--- config.mk ---
export PLATFORM = sky130hd
export DESIGN_NAME = serial_comparator
export DESIGN_NICKNAME = d
export VERILOG_FILES = /design/src/rtl/comparator_pkg.sv /design/src/rtl/comparator.sv /design/src/rtl/serial_comparator.sv
export SDC_FILE = /design/constraint.sdc
export NUM_CORES = 1
export LEC_CHECK = 0
export BUFFER_PORTS_ARGS = -buffer_cell sky130_fd_sc_hd__buf_2
export CORE_MARGIN = 3
export CORE_UTILIZATION = 50
export DETAILED_ROUTE_END_ITERATION = 10
export PLACE_DENSITY_LB_ADDON = 0.3
export SLEW_MARGIN = 20
export SYNTH_ARGS = -nofsm -noshare
export SYNTH_HDL_FRONTEND = slang
export SYNTH_HIERARCHICAL = 1
export SYNTH_SLANG_ARGS = --single-unit
--- constraint.sdc ---
create_clock -name clk -period 1.8 [get_ports clk]
set_input_delay 0.09 -clock clk [delete_from_list [all_inputs] [get_ports clk]]
set_output_delay 0.09 -clock clk [all_outputs]
set_load 0.02 [all_outputs]
--- src/rtl/comparator_pkg.sv ---
// ============================================================================
// comparator_pkg : shared types for the serial magnitude comparator
// Revision 1.0
// ============================================================================
`default_nettype none

package comparator_pkg;

   typedef enum logic [1:0] {
      IDLE  = 2'd0,
      SHIFT = 2'd1,
      DONE  = 2'd2
   } state_e;

   typedef enum logic [1:0] {
      EQ = 2'b00,
      LT = 2'b01,
      GT = 2'b10
   } dec_e;

   // Result flags packed as {a_e_b, a_l_b, a_g_b}.
   function automatic logic [2:0] dec_to_flags(input dec_e d);
      logic [2:0] f;
      f = 3'b000;
      case (d)
         EQ:      f = 3'b100;
         LT:      f = 3'b010;
         GT:      f = 3'b001;
         default: f = 3'b100;
      endcase
      return f;
   endfunction

endpackage

`default_nettype wire

--- src/rtl/comparator.sv ---
// ============================================================================
// comparator : single-bit magnitude comparator cell
// Revision 1.0
// ============================================================================
`default_nettype none

module comparator (
   input  logic a_in,
   input  logic b_in,
   output logic eq_out,
   output logic lt_out,
   output logic gt_out
);

   assign eq_out = ~(a_in ^ b_in);
   assign lt_out = ~a_in & b_in;
   assign gt_out = a_in & ~b_in;

endmodule

`default_nettype wire

--- src/rtl/serial_comparator.sv ---
// ============================================================================
// serial_comparator : MSB-first bit-serial compare of two WIDTH-bit operands
// Revision 1.0
// ============================================================================
`default_nettype none

module serial_comparator
   import comparator_pkg::*;
#(
   parameter int WIDTH = 8
) (
   input  logic clk,
   input  logic rst_n,
   input  logic start_in,
   input  logic bit_valid_in,
   input  logic a_bit_in,
   input  logic b_bit_in,
   output logic busy,
   output logic done,
   output logic a_e_b,
   output logic a_l_b,
   output logic a_g_b
);

   localparam int               CNT_W    = $clog2(WIDTH + 1);
   localparam logic [CNT_W-1:0] CNT_LAST = CNT_W'(WIDTH - 1);
   localparam logic [CNT_W-1:0] CNT_MAX  = CNT_W'(WIDTH);

   state_e           state_q, state_d;
   dec_e             dec_q, dec_d;
   logic [CNT_W-1:0] cnt_q, cnt_d;
   logic [2:0]       flags_q, flags_d;
   logic             busy_q, busy_d;
   logic             done_q, done_d;

   logic cell_eq, cell_lt, cell_gt;
   logic bit_accept;

   comparator u_cell (
      .a_in   (a_bit_in),
      .b_in   (b_bit_in),
      .eq_out (cell_eq),
      .lt_out (cell_lt),
      .gt_out (cell_gt)
   );

   assign bit_accept = (state_q == SHIFT) && bit_valid_in;

   always_comb begin
      state_d = state_q;
      dec_d   = dec_q;
      cnt_d   = cnt_q;
      flags_d = flags_q;

      case (state_q)
         IDLE: begin
            if (start_in) begin
               state_d = SHIFT;
               cnt_d   = '0;
               dec_d   = EQ;
               flags_d = 3'b000;
            end
         end

         SHIFT: begin
            if (bit_accept) begin
               if (cnt_q != CNT_MAX) begin
                  cnt_d = cnt_q + 1'b1;
               end
               // Only the first differing bit pair decides; later bits are ignored.
               if (dec_q == EQ && !cell_eq) begin
                  dec_d = cell_gt ? GT : (cell_lt ? LT : EQ);
               end
               if (cnt_q == CNT_LAST) begin
                  state_d = DONE;
                  flags_d = dec_to_flags(dec_d);
               end
            end
         end

         DONE: begin
            state_d = IDLE;
         end

         default: begin
            state_d = IDLE;
         end
      endcase

      busy_d = (state_d == SHIFT);
      done_d = (state_d == DONE);
   end

   always_ff @(posedge clk or negedge rst_n) begin
      if (!rst_n) begin
         state_q <= IDLE;
         dec_q   <= EQ;
         cnt_q   <= '0;
         flags_q <= 3'b000;
         busy_q  <= 1'b0;
         done_q  <= 1'b0;
      end else begin
         state_q <= state_d;
         dec_q   <= dec_d;
         cnt_q   <= cnt_d;
         flags_q <= flags_d;
         busy_q  <= busy_d;
         done_q  <= done_d;
      end
   end

   assign busy  = busy_q;
   assign done  = done_q;
   assign a_e_b = flags_q[2];
   assign a_l_b = flags_q[1];
   assign a_g_b = flags_q[0];

endmodule

`default_nettype wire

## Word level (Yosys, flattened, before mapping)

Index checks and enable logic that the tools add are counted.

- $add $sub $neg: 1
- Multiply operators: 0
- Divide/modulo/power cells: 0
- $lt $le $gt $ge: 0
- Equality and inequality tests: 11
- Shifts and indexed selects: 0
- Mux-type cells: 21
- Bitwise logic cells: 5
- Reduce and logical (&&, ||, !) cells: 8

Operators with widths:

| kind | number |
|---|---|
| $mux 2 | 9 |
| $mux 4 | 3 |
| $pmux 3 s2 | 2 |
| $mux 3 | 3 |
| $pmux 2 s2 | 2 |
| $pmux 4 s2 | 1 |
| $reduce_and 4->1 | 2 |
| $eq 2x1->1 const B | 3 |
| $add 4x1->4 const B | 1 |
| $eq 2x2->1 const B | 2 |
| $eq 4x3->1 const B | 1 |
| $logic_not 2->1 | 2 |
| $ne 2x1->1 const B | 2 |
| $ne 2x2->1 const B | 2 |
| $ne 4x4->1 const B | 1 |
| $reduce_and 3->1 | 1 |
| $and 1x1->1 | 2 |
| $logic_and 1x1->1 | 2 |
| $not 1->1 | 2 |
| $reduce_bool 2->1 | 1 |
| $mux 1 | 1 |
| $xor 1x1->1 | 1 |

- Bits in registers: 13
- Latch bits: 0
- Bits in writable memories: 0
- Memory bits (read-only): 0
- Bits of input ports: 6
- Output and inout port bits: 5
- Word-level logic and storage cells: 52
- Memories: 0

## Depth between registers and ports, before layout

- Depth in word-level cells: 12
- Mapped depth: 7
- Mapped depth without buffers: 7

## Hierarchy

The synthesis kept the hierarchy.

By module, submodules not included:

| module | times used | cells an instance | area an instance (µm²) | sequential area each (µm²) |
|---|---|---|---|---|
| serial_comparator | 1 | 65 | 683.2 | 325.3 |
| comparator | 1 | 4 | 32.5 | 0.0 |

## Worst setup path before layout

OpenSTA, ideal clock, no wires.

- Path type: flip-flop to flip-flop
- From: register dec_q[1]
- To: register flags_q[2]
- Setup time: 121 ps
- Arrival: 1213 ps
- Required time: 1679 ps
- Path slack: 466 ps
- Stages on the path, launching flop included: 5
- Path buffers: 0
- Period minus slack after synthesis: 1334 ps
- Cells stage by stage: dfrtp_1 -> nor4b_1 -> nor2_1 -> ha_1 -> a22o_1

- Word-level cells in the longest chain between the ends: 10
- Elaborated cells on any way between the ends: 11
- Those cells by class: 2 x eq/ne; 7 x mux; 2 x reduce/logical

Ends and longest elaborated chain:

| element | RTL line | RTL |
|---|---|---|
| from (decl) | serial_comparator.sv:30 | `dec_e dec_q, dec_d;` |
| from (signal assigned) | serial_comparator.sv:97 | `dec_q <= EQ;` |
| from (signal assigned) | serial_comparator.sv:104 | `dec_q <= dec_d;` |
| $logic_not 2->1 | serial_comparator.sv:71 | `if (dec_q == EQ && !cell_eq) begin` |
| $logic_and 1x1->1 | serial_comparator.sv:71 |  |
| $mux 2 (*) | serial_comparator.sv:71 |  |
| $mux 2 (*) | serial_comparator.sv:66 | `if (bit_accept) begin` |
| $mux 2 (*) | serial_comparator.sv:55 | `case (state_q)` |
| $eq 2x2->1 or $eq 2x1->1 (tied branches) | comparator_pkg.sv:25 | `case (d)` |
| $pmux 3 s2 (*) | comparator_pkg.sv:25 |  |
| $mux 3 (*) | serial_comparator.sv:74 | `if (cnt_q == CNT_LAST) begin` |
| $mux 3 (*) | serial_comparator.sv:66 |  |
| $pmux 3 s2 (*) | serial_comparator.sv:55 |  |
| to (signal assigned) | serial_comparator.sv:106 | `flags_q <= flags_d;` |
| to (decl) | serial_comparator.sv:32 | `logic [2:0] flags_q, flags_d;` |

Mark *: on every way between the ends. The rest lies on a longest branch, timed or not. The select of a mux whose other input is x is not followed.
A chain may end at the register's enable or synchronous reset.

## Worst setup path after layout

- From: register state_q[0]
- To: register flags_q[2]

- Word-level cells in the longest chain between the ends: 4
- Elaborated cells on any way between the ends: 9
- Those cells by class: 4 x eq/ne; 1 x mux; 4 x reduce/logical

Ends and longest elaborated chain:

| element | RTL line | RTL |
|---|---|---|
| from (decl) | serial_comparator.sv:29 | `state_e state_q, state_d;` |
| from (signal assigned) | serial_comparator.sv:103 | `state_q <= state_d;` |
| $eq 2x1->1 | serial_comparator.sv:47, serial_comparator.sv:55 |  |
| $logic_and 1x1->1 | serial_comparator.sv:47 | `assign bit_accept = (state_q == SHIFT) && bit_valid_in;` |
| $ne 2x2->1 (no source line) | -- |  |
| $reduce_and 4->1 (no source line) | -- |  |

Parallel ways exist; a longest one is shown, timed or not.

==> impl_metrics.env <==
export IMPL_outcome="complete, no violations"
export IMPL_initial_core_util=0.5432
export IMPL_numCtsBuffers=3
export IMPL_ys_warn_count=6
export IMPL_rows=13
export IMPL_wl_per_cell_um=13.03
export IMPL_track_usage=0.1623
export IMPL_yosys_area_top_type="dfrtp_1"
export IMPL_crit_fanout=13
export IMPL_cts_buffer_depth=2
export IMPL_fin_skew_ps=2.183
export IMPL_ys_seq_area_frac=0.4545
export IMPL_synth_top_cells_by_count="dfrtp_1, inv_1, ha_1, o21ai_0"
export IMPL_ant_nets=0
export IMPL_synth_simple_gate_area_frac=0.1818
export IMPL_crit_path_start_kind="flip-flop"
export IMPL_dp_hpwl_um=976.1
export IMPL_period_share=0.8058
export IMPL_ir_worst_vdd_v=0.0007088
export IMPL_cap_violations=0
export IMPL_cts_setup_buffers=0
export IMPL_netlist_top_cells_area="dfrtp_1, ha_1, inv_1"
export IMPL_period_minus_slack_ps=1450
export IMPL_synth_xor_xnor_area_share=0
export IMPL_first_global_vias=543
export IMPL_slowest_delay_ps=580
export IMPL_cp_slowest_cell="dfrtp_1"
export IMPL_drt_total_wl_um=1277
export IMPL_hold_path_class="in2reg"
export IMPL_setup_viol=0
export IMPL_antenna_found_initial=0
export IMPL_fmax_mhz=689.5
export IMPL_p_total_mw=1.037
export IMPL_fp_dieArea_um2=1922
export IMPL_layout_area_seq_um2=325.3
export IMPL_drc_errors=0
export IMPL_cp_num_buf_inv=0
export IMPL_portBuffers=10
export IMPL_synth_top_family_by_area="simple AND/OR/NAND/NOR gates"
export IMPL_grt_max_degree=14
export IMPL_critPathKind="reg2reg"
export IMPL_synth_compound_area_frac=0.1766
export IMPL_drt_first_pass_iters=3
export IMPL_cts_tree="built"
export IMPL_clock_sinks=13
export IMPL_cp_data_arrival_time_ps=1610
export IMPL_gp_congestion=0.7917
export IMPL_avgSynthCellArea_um2=10.37
export IMPL_drive_gt1_frac=0.1807
export IMPL_multiInputGateArea_um2=351.6
export IMPL_yosysTopAreaCellShare=0.4545
export IMPL_clk_pin_slew_ps=70
export IMPL_syn_inst=69
export IMPL_end_kind="flip-flop"
export IMPL_power_density_nw_per_um2=1271
export IMPL_leakage_nw=0.4116
export IMPL_die_h_um=43.84
export IMPL_htree_levels=1
export IMPL_crit_family="flip-flops"
export IMPL_path_cells="mux2i_1 > a211o_1 > a22o_1"
export IMPL_syn_nets=81
export IMPL_vias=544
export IMPL_grt_pass1_wl_um=2263
export IMPL_max_slew_margin=0.7503
export IMPL_synth_ff_type="dfrtp_1"
export IMPL_n_fill_cell=106
export IMPL_synth_most_common_cell="dfrtp_1"
export IMPL_synth_edf_count=0
export IMPL_finalHoldViolations=0
export IMPL_drt_iter0_drc=4
export IMPL_rsz0062_at_grt="no"
export IMPL_cts_root_buf="clkbuf_4"
export IMPL_syn_area_um2=715.7
export IMPL_grt_overflow=0
export IMPL_synthAdderAreaFrac=0.1049
export IMPL_syn2layout_area_growth_pct=13.99
export IMPL_final_nets=96
export IMPL_clk_latency_ps=270
export IMPL_vias_per_cell=5.551
export IMPL_cts_resized_gates=0
export IMPL_fin_tns_setup_ps=0
export IMPL_muxShareOfSynthArea=0.02797
export IMPL_antenna_cells=0
export IMPL_async_reset_ff_frac=1.000
export IMPL_ys_ff_latch=13
export IMPL_required_ps=1960
export IMPL_yosysUniqueCellTypes=28
export IMPL_die_w_um=43.84
export IMPL_worst_slew_pin_slew_ps=364.2
export IMPL_core_area_um2=1318
export IMPL_finalMaxSlewViolations=0
export IMPL_io_pin_count=11
-- layout make-up --
type / count / area share
multi-input combinational: 46 / 0.4310
sequential: 13 / 0.3988
timing repair buffer: 11 / 0.07362
inverter: 9 / 0.04141
clock buffer: 4 / 0.03221
tap: 15 / 0.02301
-- worst register-to-register path, delay by kind of cell, from the launching register on --
family	cells	cell delay [ps]
mux	1	230
flops	1	580
compound gates	2	530
-- stage by stage --
step           area (um^2)  hold WS (ps)  setup WS (ps)    util  instances
2_1_floorplan        715.7        -205.6          465.8       -         69
3_3_place_gp         779.5        -10.75          337.3  0.5916         93
3_5_place_dp         779.5        -10.21          290.8  0.5916         93
4_1_cts              815.8         58.60          355.7  0.6192         98
5_1_grt              815.8         69.21          245.5  0.6192         98
6_report             815.8         71.30          349.6  0.6192         98
-- layer usage --
| metal | up-vias | track usage | routed length, um |
|---|---|---|---|
| li1 | 277 | - | - |
| met1 | 255 | 0.2052 | 600 |
| met2 | 10 | 0.2500 | 592 |
| met3 | 2 | 0.06639 | 67 |
| met4 | 0 | 0.05422 | 17 |
| met5 | - | 0 | 0 |
-- cells in the final DEF, fill, tap and decap left out, types with 2 or more instances in the layout --
master	Yosys	layout
nand3b_1	2	2
inv_1	9	9
nor2b_1	2	2
ha_1	6	6
and2_1	2	2
and4b_1	2	2
dfrtp_1	13	13
a22o_1	3	3
o21ai_0	6	6
clkbuf_4	0	3
nand3_1	2	2
mux2i_1	2	2
a21oi_1	3	3
nand2_1	2	2
buf_2	1	10
-- logic make-up after synthesis --
kind of cell | count (synthesis)
compound gates | 18
simple gates | 20
flops | 13
fa+ha+maj | 6
buf+inv | 10
mux | 2
-- what timing repair did --
item | CTS | global route
endpoints found under the setup margin | 0 | 0
hold buffers | 1 | 0
hold endpoints to repair | 13 | 0
-- report_power, final --
part	leakage [nW]	total [mW]	switching [mW]	internal [mW]
Sequential	0.158	0.464	0.0870	0.377
Clock	0.0150	0.175	0.0892	0.0860
Combinational	0.239	0.398	0.213	0.184
-- sequential cells by signal (all words and copies together) (netlist names) --
register / count
busy: 1
cnt_q: 4
dec_q: 2
done: 1
flags_q: 3
state_q: 2
-- worst paths after layout --
check,start,endpoint,slack (ps),cells after the start
setup reg to reg,state_q[0]$_DFF_PN0_,flags_q[2]$_DFFE_PN0P_,350,3
max in group asynchronous,rst_n,state_q[1]$_DFF_PN0_,1360,2
min in group asynchronous,rst_n,cnt_q[2]$_DFFE_PN0P_,220,2
hold / removal,bit_valid_in,state_q[0]$_DFF_PN0_,70,2
setup / recovery,state_q[0]$_DFF_PN0_,flags_q[2]$_DFFE_PN0P_,350,3
hold reg to reg,flags_q[1]$_DFFE_PN0P_,flags_q[1]$_DFFE_PN0P_,490,1
Power figures use the tool's default switching activity.
